[src/rtl/dm_arb_pkg.sv]
// Shared types and limits for the data-memory port arbiter.
package dm_arb_pkg;

  localparam int unsigned MAX_RD_LATENCY = 3;

  typedef enum logic {ARB_IDLE, ARB_SERVE_P1} arb_state_t;

  typedef enum logic [1:0] {OWN_NONE, OWN_P0, OWN_P1, OWN_BOTH} rd_owner_t;

  function automatic logic owns_p0(input rd_owner_t own);
    return (own == OWN_P0) || (own == OWN_BOTH);
  endfunction

  function automatic logic owns_p1(input rd_owner_t own);
    return (own == OWN_P1) || (own == OWN_BOTH);
  endfunction

endpackage

[src/rtl/dm_arb_tag_pipe.sv]
// Read-owner delay line: one stage per cycle of memory read latency.
module dm_arb_tag_pipe
  import dm_arb_pkg::*;
#(
  parameter int unsigned RD_LATENCY = 1
) (
  input  logic      clk,
  input  logic      rst,
  input  rd_owner_t owner_i,
  output rd_owner_t owner_o
);

  rd_owner_t stage_q [RD_LATENCY];

  always_ff @(posedge clk or posedge rst) begin
    if (rst) begin
      for (int unsigned i = 0; i < RD_LATENCY; i++) stage_q[i] <= OWN_NONE;
    end else begin
      stage_q[0] <= owner_i;
      for (int unsigned i = 1; i < RD_LATENCY; i++) stage_q[i] <= stage_q[i-1];
    end
  end

  assign owner_o = stage_q[RD_LATENCY-1];

endmodule

[src/rtl/dm_port_arbiter.sv]
// Serialises the two pipelines' data-memory ports onto one single-port memory.
// Optional build macro DM_ARB_READ_MERGE_EN merges same-address dual loads.
module dm_port_arbiter
  import dm_arb_pkg::*;
#(
  parameter int unsigned ADDR_W     = 9,
  parameter int unsigned DATA_W     = 16,
  parameter int unsigned RD_LATENCY = 1
) (
  input  logic              clk,
  input  logic              rst,
  input  logic              p0_req,
  input  logic              p0_write,
  input  logic [ADDR_W-1:0] p0_addr,
  input  logic [DATA_W-1:0] p0_wdata,
  output logic              p0_rvalid,
  output logic [DATA_W-1:0] p0_rdata,
  input  logic              p1_req,
  input  logic              p1_write,
  input  logic [ADDR_W-1:0] p1_addr,
  input  logic [DATA_W-1:0] p1_wdata,
  output logic              p1_rvalid,
  output logic [DATA_W-1:0] p1_rdata,
  input  logic              flush_p1,
  output logic              stall,
  output logic [ADDR_W-1:0] mem_addr,
  output logic [DATA_W-1:0] mem_wdata,
  output logic              mem_write,
  input  logic [DATA_W-1:0] mem_rdata
);

  arb_state_t        state_q, state_d;
  rd_owner_t         issue_own, ret_own;
  logic [DATA_W-1:0] p0_rdata_q, p1_rdata_q;

  always_ff @(posedge clk or posedge rst) begin
    if (rst) state_q <= ARB_IDLE;
    else     state_q <= state_d;
  end

  // Reset gates every strobe combinationally so nothing reaches memory while rst is high.
  always_comb begin
    state_d   = state_q;
    stall     = 1'b0;
    mem_addr  = '0;
    mem_wdata = '0;
    mem_write = 1'b0;
    issue_own = OWN_NONE;
    if (!rst) begin
      case (state_q)
        ARB_IDLE: begin
          if (p0_req) begin
            mem_addr  = p0_addr;
            mem_wdata = p0_wdata;
            mem_write = p0_write;
            issue_own = p0_write ? OWN_NONE : OWN_P0;
            if (p1_req) begin
`ifdef DM_ARB_READ_MERGE_EN
              if (!p0_write && !p1_write && (p0_addr == p1_addr)) begin
                issue_own = OWN_BOTH;
              end else begin
                stall   = 1'b1;
                state_d = ARB_SERVE_P1;
              end
`else
              stall   = 1'b1;
              state_d = ARB_SERVE_P1;
`endif
            end
          end else if (p1_req) begin
            mem_addr  = p1_addr;
            mem_wdata = p1_wdata;
            mem_write = p1_write;
            issue_own = p1_write ? OWN_NONE : OWN_P1;
          end
        end
        ARB_SERVE_P1: begin
          state_d = ARB_IDLE;
          if (!flush_p1 && p1_req) begin
            mem_addr  = p1_addr;
            mem_wdata = p1_wdata;
            mem_write = p1_write;
            issue_own = p1_write ? OWN_NONE : OWN_P1;
          end
        end
        default: state_d = ARB_IDLE;
      endcase
    end
  end

  dm_arb_tag_pipe #(
    .RD_LATENCY(RD_LATENCY)
  ) u_tag_pipe (
    .clk    (clk),
    .rst    (rst),
    .owner_i(issue_own),
    .owner_o(ret_own)
  );

  assign p0_rvalid = owns_p0(ret_own);
  assign p1_rvalid = owns_p1(ret_own);

  always_ff @(posedge clk or posedge rst) begin
    if (rst) begin
      p0_rdata_q <= '0;
      p1_rdata_q <= '0;
    end else begin
      if (p0_rvalid) p0_rdata_q <= mem_rdata;
      if (p1_rvalid) p1_rdata_q <= mem_rdata;
    end
  end

  // Fresh data bypasses the holding register in the return cycle.
  assign p0_rdata = p0_rvalid ? mem_rdata : p0_rdata_q;
  assign p1_rdata = p1_rvalid ? mem_rdata : p1_rdata_q;

endmodule
[config.mk]
export PLATFORM = sky130hd
export DESIGN_NAME = dm_port_arbiter
export DESIGN_NICKNAME = d
export VERILOG_FILES = /design/src/rtl/dm_arb_pkg.sv /design/src/rtl/dm_arb_tag_pipe.sv /design/src/rtl/dm_port_arbiter.sv
export SDC_FILE = /design/constraint.sdc
export NUM_CORES = 1
export LEC_CHECK = 0
export BUFFER_PORTS_ARGS = -buffer_cell sky130_fd_sc_hd__buf_2
export CORE_ASPECT_RATIO = 0.75
export CORE_MARGIN = 2
export CORE_UTILIZATION = 30
export CTS_BUF_LIST = sky130_fd_sc_hd__clkbuf_8
export DETAILED_ROUTE_END_ITERATION = 16
export GPL_ROUTABILITY_DRIVEN = 0
export GPL_TIMING_DRIVEN = 0
export MAX_ROUTING_LAYER = met4
export SLEW_MARGIN = 40
export SYNTH_ARGS = -nofsm -noshare
export SYNTH_HDL_FRONTEND = slang
export SYNTH_SLANG_ARGS = --single-unit
[constraint.sdc]
create_clock -name clk -period 1.15 [get_ports clk]
set_clock_uncertainty 0.05 [all_clocks]
set_input_delay 0.1725 -clock clk [delete_from_list [all_inputs] [get_ports clk]]
set_output_delay 0.1725 -clock clk [all_outputs]
set_load 0.005 [all_outputs]
# After elaboration in Yosys (flattened, before gate mapping)
# Cells that the tools add are included.
dict set report totals {
  output_inout_bits 61
  ff_bits 35
  inputBits 73
  wordCells 41
}
dict set report op_classes {
  n_mux 29
  n_eq_ne 3
  bitwise 1
  reduce_logical 4
}
# operator n
set ops {}
lappend ops {{$mux W16} 6}
lappend ops {{$mux W9} 4}
lappend ops {{$pmux W16 S2} 1}
lappend ops {{$pmux W9 S2} 1}
lappend ops {{$mux W2} 5}
lappend ops {{$mux W1} 9}
lappend ops {{$eq A2 B2 Y1 const B} 2}
lappend ops {{$pmux W1 S2} 2}
lappend ops {{$pmux W2 S2} 1}
lappend ops {{$eq A2 B1 Y1 const B} 1}
lappend ops {{$logic_or A1 B1 Y1} 2}
lappend ops {{$logic_and A1 B1 Y1} 1}
lappend ops {{$logic_not A1 Y1} 1}
lappend ops {{$not A1 Y1} 1}

# Logic depth before layout (Yosys ltp)
# Gate-level depths: netlist of run 1.
dict set report depth {
  depth_word 5
  depth_mapped 5
  mapped_depth_nobuf 3
}

# Modules after synthesis
# A second synthesis of run 1 with hierarchy kept.
dict set report unflattened {
  hier_cells 178
  hier_area_um2 2075.7
}
# module seq_area_each_um2 area_per_inst_um2 instances cells_per_inst
set modules_own_cells {}
lappend modules_own_cells {dm_port_arbiter 825.8 2021.9 1 175}
lappend modules_own_cells {dm_arb_tag_pipe 50.0 53.8 1 3}

# Worst setup path after synthesis of run 1
# No wires, ideal clock.
dict set report synth_timing {
  path_type {flip-flop to output port}
  start {reg state_q}
  end {out mem_addr[3]}
  n_path_buf 2
  path_stages_with_launch 6
  path_slack_ns -0.084
  arrival_time_ns 1.011
  t_required_ns 0.928
  cell_sequence {dfrtp_1 -> nor2b_2 -> buf_6 -> buf_2 -> nand2_1 -> a21oi_2}
}
dict set report synth_via {
  elab_chain_len 3
}
# item line_no
set synth_rtl {}
lappend synth_rtl {{start, declared} dm_port_arbiter.sv:32} ;# arb_state_t state_q, state_d;
lappend synth_rtl {{start signal, assigned} dm_port_arbiter.sv:38} ;# else state_q <= state_d;
lappend synth_rtl {{$not A1 Y1} --}
lappend synth_rtl {{$pmux W9 S2 *} dm_port_arbiter.sv:50} ;# case (state_q)
lappend synth_rtl {{$mux W9 *} dm_port_arbiter.sv:49} ;# if (!rst) begin
lappend synth_rtl {{end, declared} dm_port_arbiter.sv:26} ;# output logic [ADDR_W-1:0] mem_addr,
# Mark *: on every way between the ends. The rest lies on a longest branch, timed or not.

# Worst setup path after layout of run 1
dict set report layout_timing {
  start {reg state_q}
  end {out mem_wdata[8]}
}
dict set report layout_via {
  elab_chain_len 3
}
# item line_no
set layout_rtl {}
lappend layout_rtl {{$not A1 Y1} --}
lappend layout_rtl {{$pmux W16 S2 *} dm_port_arbiter.sv:50}
lappend layout_rtl {{$mux W16 *} dm_port_arbiter.sv:49}
lappend layout_rtl {{end, declared} dm_port_arbiter.sv:27} ;# output logic [DATA_W-1:0] mem_wdata,
# Marked as above.

==> results of run 1 <==
==> sequential cells by signal, summed over array words and instances (netlist names) <==
signal,flops
u_tag_pipe.owner_o,2
p0_rdata_q,16
state_q,1
p1_rdata_q,16
==> cell families after synthesis <==
logic type      after synthesis  share of synthesized area, %
compound gates               55                          19.6
simple gates                 33                          7.73
flops                        35                          47.1
mux                          32                          19.4
buf+inv                      18                          6.19
==> power breakdown <==
group	leakage (nW)	switching [W]	internal, W
Clock	0.0453	0.000434	0.000414
Sequential	0.422	0.0000871	0.00151
Combinational	1.28	0.000792	0.00135
Total	1.75	0.00131	0.00328
==> synthesized netlist by cell type (all sizes together) <==
cell type  instances  area, sq um
a2111oi            1         15.0
a21o               2         15.0
a21oi             26          205
and2b              1         10.0
buf               14          100
clkbuf             3         11.3
dfrtp             35          876
inv                1         3.75
mux2              32          360
nand2             26         97.6
nand2b             3         18.8
nor2               1         3.75
nor2b              1         8.76
nor3               1         5.00
o21ai             26          130
==> worst max-delay path, delay by kind of cell, from the launching register on <==
kind                   cells  cell delay [ns]
buffers and inverters      3             0.44
AOI/OAI and AO/OA          1             0.12
and+or+nand+nor            2             0.19
DFF                        1             0.41
==> through the flow <==
stage	setup TNS, ns	area (sq um)	cells
after CTS	-27.59	3210	406
after detailed placement	-10.92	2690	384
after floorplan	-0.353	1930	173
final	-27.45	3530	412
after global routing	-32.88	3530	412
after global placement	-24.32	2690	384
==> per-layer routing <==
metal  GRT usage (%)  share of wire [%]  up-vias
met4            4.83               0.31        0
met5               -                  0        -
li1                -                  -      920
met1            23.3                 43      946
met3            4.36                4.6        2
met2            29.8                 52       67
==> cells in the final DEF (no fill, tap or decap), drive strengths merged <==
| master | instances |
|---|---|
| nor2b | 1 |
| dfrtp | 35 |
| and2b | 1 |
| nor2 | 1 |
| o21ai | 26 |
| clkinvlp | 1 |
| nand2 | 26 |
| a2111oi | 1 |
| a21o | 2 |
| nor3 | 1 |
| buf | 166 |
| clkbuf | 9 |
| clkinv | 1 |
| inv | 2 |
| nand2b | 3 |
| a21oi | 26 |
| mux2 | 32 |
==> final timing paths <==
path                                             from                    end
worst max-delay path                          state_q           mem_wdata[8]
worst max register to register  u_tag_pipe.owner_o[0]         p0_rdata_q[13]
worst min-delay path                              rst          p1_rdata_q[5]
min in group clk                             p0_write  u_tag_pipe.owner_o[0]
max in group asynchronous                         rst          p1_rdata_q[6]
worst min register to register          p1_rdata_q[9]          p1_rdata_q[9]
==> what timing repair did <==
action                     CTS  global route
gates resized for setup     71            59
pin swaps                    9            10
setup endpoints to repair   81            86
buffers inserted            11            10
gates cloned                 3             1
==> cell type report <==
| cell class | instances | area, sq um | share of cell area [%] |
|---|---|---|---|
| buffer | 17 | 169 | 4.79 |
| clock inverter | 3 | 16.3 | 0.461 |
| clock buffer | 5 | 68.8 | 1.95 |
| sequential | 35 | 876 | 24.8 |
| timing repair buffer | 153 | 1150 | 32.6 |
| tap | 78 | 97.6 | 2.77 |
| multi-input combinational | 120 | 1150 | 32.5 |
| inverter | 1 | 3.75 | 0.106 |
==> flow_summary.yaml, run 1 <==
clock_network:
  cts_tree: "built"
  clk_pin_slew_ns: 0.08
  cts.hold.buffers_added: 0
  clockBufferDepth: 2
  cts_buffers: 5
  root_buffer: "clkbuf_8"
  clock_sinks: 35
  clk_latency_ns: 0.28
  htreeDepth: 2
global_route:
  overflow: 0
  track_usage_pct: 18.4
  antenna_found_initial: 0
  grt_pass1_wl_microns: 9660
  grt_max_degree: 36
  grt_pass1_vias: 2010
sta:
  fin_crit_ns: 1.65
  rsz0062_at_grt: "yes"
  slew_violations: 0
  slew_headroom_pct: 53.0
  whs_ns: -0.0160
  clock.fmax_mhz: 604
  finalSetupViolations: 70
  fin_ws_ns: -0.504
  fin_crit_sh_pct: 144
  worstMarginPinSlew_ns: 0.704
  finalHoldViolCount: 15
placement:
  dp_slack_ns: -0.299
  io_buffers: 133
  dp_hpwl_microns: 4280
worst_setup_path:
  required_ns: 0.93
  crit_slowest_cell: "dfrtp_1"
  arrival_ns: 1.43
  slowest_delay_ns: 0.41
  cp_max_fo: 7
  endpoint_kind: "primary output"
  start_kind: "register"
  r2r_cells: 4
  crit_type: "register to primary output"
  path_cells: "nor2b_2, buf_6, buf_8, nand2_2, a21oi_2, buf_2"
  rrSetupSlack_ns: -0.08
synth:
  syn_nets: 246
  ys_warn_count: 0
  syn_inst: 173
  ys_seq_elements: 35
  synth_cell_type_count: 19
  ys_seq_area_share_pct: 47.1
  syn_area_per_cell_sq_um: 10.8
  synth.cell_area_sq_um: 1860
routing:
  num_vias: 1935
  drt_iter0_markers: 84
  drc_errors: 0
  firstDrtPassIters: 8
  viasPerCell: 4.70
  ant_nets: 0
  detail_route.wirelength_microns: 6530
  wl_per_cell_microns: 15.9
status:
  violations: "negative hold slack, negative setup slack"
  status: "finished, violations left"
cells_and_area:
  diodes: 0
  fill_cells: 495
  fin_util_pct: 59.6
  syn2layout_area_growth_pct: 89.6
  fin_nets: 406
  drive_gt1_share_pct: 80.5
floorplan:
  die_h_microns: 72.2
  die_area_sq_um: 6850
  core-area_sq_um: 5920
  rows: 24
  start_util_pct: 31.5
  io_pins: 134
  die_w_microns: 94.9
run:
  drv_cap: 0
min_path:
  hold_path.class: "input pin to asynchronous set/reset pin"
pwr:
  totalPowerFinal_w: 0.00459
  power_density_nw_per_um2: 1300
  max-vdd-ir-drop_v: 0.000543
  p_leak_nw: 1.75
Power figures use the tool's default switching activity.
==> run 2, diff against run 1 <==
==> constraint.sdc (replaced) <==
create_clock -name clk -period 1.7 [get_ports clk]
set_clock_uncertainty 0.05 [all_clocks]
set_input_delay 0.255 -clock clk [delete_from_list [all_inputs] [get_ports clk]]
set_output_delay 0.255 -clock clk [all_outputs]
set_load 0.005 [all_outputs]
==> run 2 against run 1 <==
The flow finishes with violations (negative setup slack). Cell count decreased by 4.6%. Global-route usage decreased by 3.1 points. Core utilization decreased by 12 points. Die area unchanged. Clock power decreased by 36%. Final area decreased by 21%. First-iteration DRC count decreased by 55%. Critical path depth unchanged. Critical endpoint is now mem_wdata[6].
==> flow_summary.yaml, run 2 (same netlist as run 1, synthesis figures left out) <==
status:
  status: "finished, violations left"
  violations: "negative setup slack"
cells_and_area:
  drive_gt1_share_pct: 69.8
  final_cell_area_sq_um: 2790
  fin_nets: 387
  final_cell_mix: "135 x buf_2, 35 x dfrtp_1, 32 x mux2_2"
  diodes: 0
  fin_util_pct: 47.2
  layout_commonest_cell: "buf_2"
  syn2layout_area_growth_pct: 50.0
routing:
  viasPerCell: 4.53
  drc_errors: 0
  ant_nets: 0
  drt_iter0_markers: 38
  wl_per_cell_microns: 13.2
  firstDrtPassIters: 4
  detail_route.wirelength_microns: 5190
  num_vias: 1782
worst_setup_path:
  rrSetupSlack_ns: 0.55
  arrival_ns: 1.41
  r2r_start: "state_q"
  r2r_cells: 4
  crit_type: "register to primary output"
  cp_max_fo: 10
  endpoint_kind: "primary output"
  required_ns: 1.39
  start_kind: "register"
  r2r_end: "u_tag_pipe.owner_o[1]"
floorplan:
  start_util_pct: 31.5
  die_h_microns: 72.2
  die_area_sq_um: 6850
  io_pins: 134
  die_w_microns: 94.9
  rows: 24
  core-area_sq_um: 5920
sta:
  finalSetupViolations: 8
  fin_crit_sh_pct: 101
  slew_violations: 0
  fin_ws_ns: -0.0138
  fin_crit_ns: 1.71
  finalHoldViolCount: 0
  worstMarginPinSlew_ns: 0.718
  clock.fmax_mhz: 584
  slew_headroom_pct: 52.1
  rsz0062_at_grt: "yes"
clock_network:
  clockBufferDepth: 2
  htreeDepth: 2
  clock_sinks: 35
  clk_latency_ns: 0.27
  clk_pin_slew_ns: 0.07
  root_buffer: "clkbuf_8"
  cts_tree: "built"
  cts_buffers: 5
global_route:
  antenna_found_initial: 0
  overflow: 0
  track_usage_pct: 15.2
  grt_pass1_wl_microns: 8080
  grt_pass1_vias: 1673
  grt_max_degree: 36
placement:
  io_buffers: 133
  post_dp_cell_area_sq_um: 2620
  dp_hpwl_microns: 4090
pwr:
  p_leak_nw: 1.40
  power_density_nw_per_um2: 875
  max-vdd-ir-drop_v: 0.000328
min_path:
  hold_path.class: "input pin to asynchronous set/reset pin"
run:
  drv_cap: 0
## run 2: metal layers
layer | share of wire [%] | global-route usage (%)
met5 | 0 | -
met4 | 0.37 | 3.38
met3 | 5.2 | 2.80
met2 | 50 | 23.7
met1 | 44 | 20.8
## run 2: worst max-delay path, stage by stage (launching register included)
cell	delay (ns)
dfrtp_1	0.41
nor2b_2	0.13
buf_6	0.14
buf_8	0.13
nand2_1	0.07
a21oi_2	0.12
buf_2	0.12
## run 2: worst max-delay path by stage
| stage | slack, ns | startpoint | end |
|---|---|---|---|
| 2_1_floorplan | 0.38 | state_q | mem_addr[3] |
| 3_3_place_gp | 0.04 | rst | p1_rdata_q[13] |
| 3_5_place_dp | 0.12 | u_tag_pipe.owner_o[1] | p1_rdata[9] |
| 4_1_cts | -0.04 | state_q | mem_wdata[6] |
| 5_1_grt | -0.13 | state_q | mem_wdata[3] |
| 6_report | -0.01 | state_q | mem_wdata[6] |
## run 2: through the flow
step           TNS (ns)  hold slack, ns  setup slack, ns  std cells  total power [W]
2_1_floorplan         0           0.276            0.384        173          0.00151
3_3_place_gp          0           0.389           0.0437        384          0.00188
3_5_place_dp          0           0.392            0.124        384          0.00190
4_1_cts          -0.810          0.0951          -0.0450        394          0.00249
5_1_grt           -2.15           0.107           -0.128        393          0.00262
6_report        -0.0462          0.0819          -0.0138        393          0.00244
## run 2: final cells by class
type                            count  area [sq um]
Sequential cell                    35           876
Tap cell                           78          97.6
Timing Repair Buffer              136           688
Inverter                            1          3.75
Multi-Input combinational cell    120           902
Fill cell                         597          3120
Clock buffer                        5          68.8
Clock inverter                      3          12.5
Buffer                             15           143
## run 2: where the power goes
group	switching [W]	internal (W)	total [W]
Combinational	0.000382	0.000454	0.000836
Sequential	0.0000444	0.00102	0.00106
Clock	0.000269	0.000275	0.000544
## run 2: timing repair
item	in CTS	in global routing
pin swaps	1	2
buffers inserted	2	1
resized for setup	21	7
setup endpoints to repair	40	44
hold buffers	0	0
